--- src/rtl/lif_pkg.sv ---
// lif_pkg: shared types and helpers for the leaky integrate-and-fire stage.
//
// Contents:
//   lif_state_t   - integration / refractory state of the neuron
//   DEFAULT_N     - default membrane width
//   LEAK_EN       - 1 when the build macro LIF_LEAK_EN is defined, else 0
//   lif_saturate  - clamps an (n+1)-bit adder sum to n bits
//   lif_leak      - applies x - (x >> shift) when leak is enabled
//
// Optional feature macro: LIF_LEAK_EN (enables membrane leak).
package lif_pkg;

  localparam int DEFAULT_N = 4;

  // Leak is resolved once here so every user sees the same build choice.
`ifdef LIF_LEAK_EN
  localparam bit LEAK_EN = 1'b1;
`else
  localparam bit LEAK_EN = 1'b0;
`endif

  typedef enum logic {
    INTEG   = 1'b0,
    REFRACT = 1'b1
  } lif_state_t;

  // The adder carry (bit n) means the true sum no longer fits, so the
  // membrane pins at full scale instead of wrapping around.
  function automatic logic [31:0] lif_saturate(input logic [32:0] sum,
                                               input int unsigned n);
    logic [31:0] mask;
    mask = (32'd1 << n) - 32'd1;
    if (((sum >> n) & 33'd1) != 33'd0)
      return mask;
    else
      return sum[31:0] & mask;
  endfunction

  // x - (x >> shift) can never go below zero because the shifted term
  // is never larger than x itself.
  function automatic logic [31:0] lif_leak(input logic [31:0] x,
                                           input int unsigned shift,
                                           input bit en);
    if (en)
      return x - (x >> shift);
    else
      return x;
  endfunction

endpackage

--- src/rtl/lif_refrac_timer.sv ---
// lif_refrac_timer: loadable down-counter that measures the refractory
// period in neuron time steps.
//
// Ports:
//   clk      - clock, rising edge
//   rst      - synchronous active-high reset, clears the count
//   load     - loads load_val (has priority over dec)
//   load_val - value loaded on load
//   dec      - decrements the count by one, stopping at zero
//   count    - current count
//   zero     - high when count is zero
module lif_refrac_timer #(
  parameter int W = 2
) (
  input  logic         clk,
  input  logic         rst,
  input  logic         load,
  input  logic [W-1:0] load_val,
  input  logic         dec,
  output logic [W-1:0] count,
  output logic         zero
);

  // Load wins over decrement; decrement stops at zero so a stray dec
  // can never wrap the counter back to full scale.
  always_ff @(posedge clk) begin
    if (rst)
      count <= '0;
    else if (load)
      count <= load_val;
    else if (dec && (count != '0))
      count <= count - W'(1);
  end

  assign zero = (count == '0);

endmodule

--- src/rtl/lif_membrane_stage.sv ---
// lif_membrane_stage: registered membrane-potential stage of a leaky
// integrate-and-fire neuron. Consumes the (N+1)-bit sum of an external
// adder whose A operand is mem_out and whose B operand is the synaptic
// current; saturates, optionally leaks, thresholds and fires.
//
// Ports:
//   clk         - clock, rising edge
//   rst         - synchronous active-high reset
//   step_valid  - one-cycle strobe marking a time step
//   sum_in      - adder sum, bit N is the carry
//   thresh      - firing threshold, sampled with step_valid
//   mem_out     - registered membrane potential (feeds adder A)
//   spike       - one-cycle spike pulse
//   sat         - one-cycle pulse when the sum saturated
//   refrac      - high while in the refractory state
//   spike_count - saturating count of spikes since reset
//
// Optional feature macro: LIF_LEAK_EN (applies x - (x >> LEAK_SHIFT)).
import lif_pkg::*;

module lif_membrane_stage #(
  parameter int N            = DEFAULT_N,
  parameter int REFRAC_STEPS = 2,
  parameter int LEAK_SHIFT   = 2,
  parameter int CNT_W        = 8
) (
  input  logic             clk,
  input  logic             rst,
  input  logic             step_valid,
  input  logic [N:0]       sum_in,
  input  logic [N-1:0]     thresh,
  output logic [N-1:0]     mem_out,
  output logic             spike,
  output logic             sat,
  output logic             refrac,
  output logic [CNT_W-1:0] spike_count
);

  localparam int TW = (REFRAC_STEPS > 0) ? $clog2(REFRAC_STEPS + 1) : 1;

  lif_state_t    state;
  logic [N-1:0]  sat_val;
  logic [N-1:0]  leak_val;
  logic          fire;
  logic          timer_load;
  logic          timer_dec;
  logic [TW-1:0] timer_count;
  logic          timer_zero;
  logic          refrac_last;

  // Datapath ahead of the membrane register: clamp, leak, then compare.
  always_comb begin
    sat_val  = N'(lif_saturate(33'(sum_in), N));
    leak_val = N'(lif_leak(32'(sat_val), LEAK_SHIFT, LEAK_EN));
    fire     = (leak_val >= thresh);
  end

  // The timer is armed by a firing step and counts down on each
  // refractory step; the step that brings it to zero is the last one.
  always_comb begin
    timer_load  = step_valid && (state == INTEG) && fire && (REFRAC_STEPS > 0);
    timer_dec   = step_valid && (state == REFRACT);
    refrac_last = (timer_count == TW'(1)) || timer_zero;
  end

  lif_refrac_timer #(
    .W(TW)
  ) u_timer (
    .clk      (clk),
    .rst      (rst),
    .load     (timer_load),
    .load_val (TW'(REFRAC_STEPS)),
    .dec      (timer_dec),
    .count    (timer_count),
    .zero     (timer_zero)
  );

  // Neuron state machine. spike and sat are pulses, so they clear on
  // every cycle unless a step sets them; everything else holds between
  // steps. During refractory the sum is ignored and the membrane is
  // kept at rest.
  always_ff @(posedge clk) begin
    if (rst) begin
      state       <= INTEG;
      mem_out     <= '0;
      spike       <= 1'b0;
      sat         <= 1'b0;
      spike_count <= '0;
    end else begin
      spike <= 1'b0;
      sat   <= 1'b0;
      if (step_valid) begin
        case (state)
          INTEG: begin
            sat <= sum_in[N];
            if (fire) begin
              mem_out <= '0;
              spike   <= 1'b1;
              if (spike_count != '1)
                spike_count <= spike_count + CNT_W'(1);
              if (REFRAC_STEPS > 0)
                state <= REFRACT;
            end else begin
              mem_out <= leak_val;
            end
          end
          REFRACT: begin
            mem_out <= '0;
            if (refrac_last)
              state <= INTEG;
          end
          default: state <= INTEG;
        endcase
      end
    end
  end

  assign refrac = (state == REFRACT);

endmodule

--- config.mk ---
export PLATFORM = sky130hd
export DESIGN_NAME = lif_membrane_stage
export DESIGN_NICKNAME = d
export VERILOG_FILES = /design/src/rtl/lif_pkg.sv /design/src/rtl/lif_refrac_timer.sv /design/src/rtl/lif_membrane_stage.sv
export SDC_FILE = /design/constraint.sdc
export NUM_CORES = 1
export LEC_CHECK = 0
export ABC_AREA = 1
export BUFFER_PORTS_ARGS = -buffer_cell sky130_fd_sc_hd__buf_4
export CAP_MARGIN = 20
export CORE_MARGIN = 4
export CORE_UTILIZATION = 52
export DETAILED_ROUTE_END_ITERATION = 10
export MAX_ROUTING_LAYER = met4
export PLACE_DENSITY = 0.78
export SLEW_MARGIN = 0
export SYNTH_ARGS = -nofsm -noshare
export SYNTH_HDL_FRONTEND = slang
export SYNTH_SLANG_ARGS = --single-unit
export TNS_END_PERCENT = 1
--- constraint.sdc ---
create_clock -name clk -period 2.03 [get_ports clk]
set_input_delay 0.406 -clock clk [delete_from_list [all_inputs] [get_ports clk]]
set_output_delay 0.406 -clock clk [all_outputs]
set_load 0.01 [all_outputs]
==> reports/qor.yml <==
status: "complete, no violations"
p_leak_nw: 0.688
cp_slowest_cell: "or2_2"
die_h_um: 53.9
drt_iter0_markers: 9
seqPwrFrac_pct: 48.2
detail_route.first_pass.iterations: 4
switchingPower_w: 0.000252
synth_top_cell_by_area: "dfxtp_1"
ys_types: 27
holdBufCountCts: 0
seq_area_um2: 340
finalCriticalPeriod_ps: 1690
cts-root-buf: "clkbuf_4"
yosysWarnings: 0
cts_tree: "built"
p_int_w: 0.000543
p_clk_share_pct: 23.2
dp_slack_ps: 30.0
cts_setup_buffers: 0
ios: 27
rows: 16
critPathMostFrequentCell: "nand2_1"
cpPeakStageDelay_ps: 300
gr-total-overflow: 0
max_slew_margin_pct: 80.3
numCtsBuffers: 3
worst_slew_pin_slew_ps: 295
die-area_um2: 2900
start_util_pct: 55.2
synthTopCellsByArea: "dfxtp_1 31%, nand2_1 11%, inv_1 8.2%"
fin_crit_sh_pct: 83.3
synth_area_um2: 1090
antenna_cells: 0
drv_slew: 0
synth_nets: 170
drc: 0
drive_gt1_share_pct: 35.5
nets: 206
switching_share_pct: 31.7
num_vias: 1003
clk_latency_ps: 290
crit_type: "in -> reg"
start_kind: "primary input"
rsz0062_at_grt: "false"
netlist.area_leader.share_pct: 31.1
arrival_ps: 1890
dpl_cell_area_um2: 1360
wl_per_cell_um: 10.3
path_clk_slew_ps: 110
cts_resized: 0
endpoint: "spike_count[7]$_SDFFE_PP0P_"
syn_inst: 151
r2r-start: "spike_count[0]$_SDFFE_PP0P_"
drt-total-wl_um: 2190
crit_start: "sum_in[4]"
maxCapViolCount: 0
setup_tns_ps: 0
antenna_found_initial: 0
final_util_pct: 69.8
finalPower_w: 0.000795
fillers: 178
p_comb_share_pct: 28.6
die_w_um: 53.9
ir_worst_vdd_mv: 0.392
clock_sinks: 17
hp-class: "in -> reg"
multi_input_area_um2: 616
syn_to_final_growth_pct: 26.3
hold_viol: 0
rr_endpoint: "spike_count[1]$_SDFFE_PP0P_"
setup_viol: 0
final_cell_area_um2: 1380
r2r_cells: 8
grt_max_degree: 12
critPathRequiredTime_ps: 2220
ys_seq_area_share_pct: 31.1
viasPerCell: 4.71
syn_area_per_cell_um2: 7.25
htreeDepth: 1
grt_first_pass_wirelength_um: 3820
place.gp.congestion: 0.827
dp_hpwl_um: 1840
path_max_fanout: 6
r2r_slack_ps: 620
ant_nets: 0
cp-end-kind: "flip-flop"
finalWorstSetupSlack_ps: 339
core_area_um2: 1980
grt_pass1_vias: 954
ys_ff_latch: 17
path_cells: "buf_4 -> or2_2 -> ha_1 -> nand2_1 -> nand2_1 -> nand2_1 -> nand3_2 -> buf_4 -> nand2_1 -> inv_1 -> a21oi_1 -> nor2_1"
cts_buffer_depth: 2
port_buffers: 26
grtUsageTotal_pct: 18.1
fmax_ghz: 0.591
powerDensity_nw_per_um2: 575
clock_skew_ps: 8.28
layer usage:
layer	vias up	global-route usage, %	wire, um
li1	541	-	-
met4	0	2.55	19
met5	-	-	0
met3	2	4.16	59
met1	445	22.2	1040
met2	15	30.6	1070
metrics by stage:
| stage | hold WS [ps] | cells |
|---|---|---|
| 5_1_grt | 352 | 213 |
| 2_1_floorplan | 495 | 151 |
| 3_5_place_dp | 471 | 209 |
| 6_report | 349 | 213 |
| 3_3_place_gp | 465 | 209 |
| 4_1_cts | 346 | 213 |
registers in the layout, indices dropped and copies added (netlist names):
signal,flops
spike,1
refrac,1
u_timer.count,2
mem_out,4
sat,1
spike_count,8
how the worst min path moves through the flow:
stage	cells past startpoint	from	end	slack (ps)
finish	2	rst	spike_count[6]$_SDFFE_PP0P_	350
global route	2	rst	mem_out[0]$_SDFFE_PP0P_	350
CTS	2	rst	spike_count[6]$_SDFFE_PP0P_	350
detailed placement	2	mem_out[1]$_SDFFE_PP0P_	mem_out[1]$_SDFFE_PP0P_	470
global placement	2	mem_out[1]$_SDFFE_PP0P_	mem_out[1]$_SDFFE_PP0P_	460
floorplan	2	u_timer.count[1]$_SDFFE_PP0P_	u_timer.count[1]$_SDFFE_PP0P_	490
cells in the mapped netlist:
master and instances:
buf_2 1, o21ai_0 5, dfxtp_1 17, a21oi_1 2
nor2_2 1, or2_2 3, xnor2_1 1, inv_4 1
nand3_1 5, a211oi_1 1, nand3_2 3, nor2_8 1
nor2_4 3, inv_2 3, nand2_4 1, nor2_1 15
nand4_1 6, buf_6 2, nand3b_1 1, nor3_1 1
inv_1 24, nand2_2 7, xor2_1 1, clkinv_1 1
ha_1 7, a21oi_2 6, nand2_1 32
cells in the final DEF, fill, tap and decap left out, drive strengths merged:
| master | netlist | routed |
|---|---|---|
| clkbuf | 0 | 4 |
| xor2 | 1 | 1 |
| clkinv | 1 | 1 |
| or2 | 3 | 3 |
| a21oi | 8 | 8 |
| nor2 | 20 | 20 |
| nand2 | 40 | 40 |
| o21ai | 5 | 5 |
| xnor2 | 1 | 1 |
| inv | 28 | 28 |
| nor3 | 1 | 1 |
| dfxtp | 17 | 17 |
| a211oi | 1 | 1 |
| buf | 3 | 34 |
| nand3b | 1 | 1 |
| nand4 | 6 | 6 |
| nand3 | 8 | 8 |
| ha | 7 | 7 |
area by class of cell:
| cell class | instances | share of cell area [%] |
|---|---|---|
| tap | 27 | 2.44 |
| multi-input combinational | 102 | 44.5 |
| inverter | 29 | 8.05 |
| sequential | 17 | 24.6 |
| clock buffer | 4 | 1.90 |
| timing repair buffer | 34 | 18.5 |
worst max-delay path, delay by kind of cell:
family          cells  cell delay (ps)
simple gates        7              720
fa+ha+maj           1              300
compound gates      1              110
buf+inv             3              350
cell families (layout without fill, tap and decap cells):
kind of cell	count (synthesis)	after routing	synth area share, %
compound gates	14	14	8.69
xor+xnor	2	2	1.60
fa+ha+maj	7	7	8.00
buf+inv	32	67	12.7
flops	17	17	31.1
simple gates	79	79	37.9
power groups by stage:
stage | logic (W) | clock network (W) | registers (W)
after floorplan | 0.000136 | 0 | 0.000398
after global placement | 0.000222 | 0 | 0.000390
after detailed placement | 0.000230 | 0 | 0.000391
after CTS | 0.000231 | 0.000190 | 0.000384
after global routing | 0.000257 | 0.000203 | 0.000388
final | 0.000228 | 0.000184 | 0.000383
No activity file was read; power rests on OpenSTA's default activity.
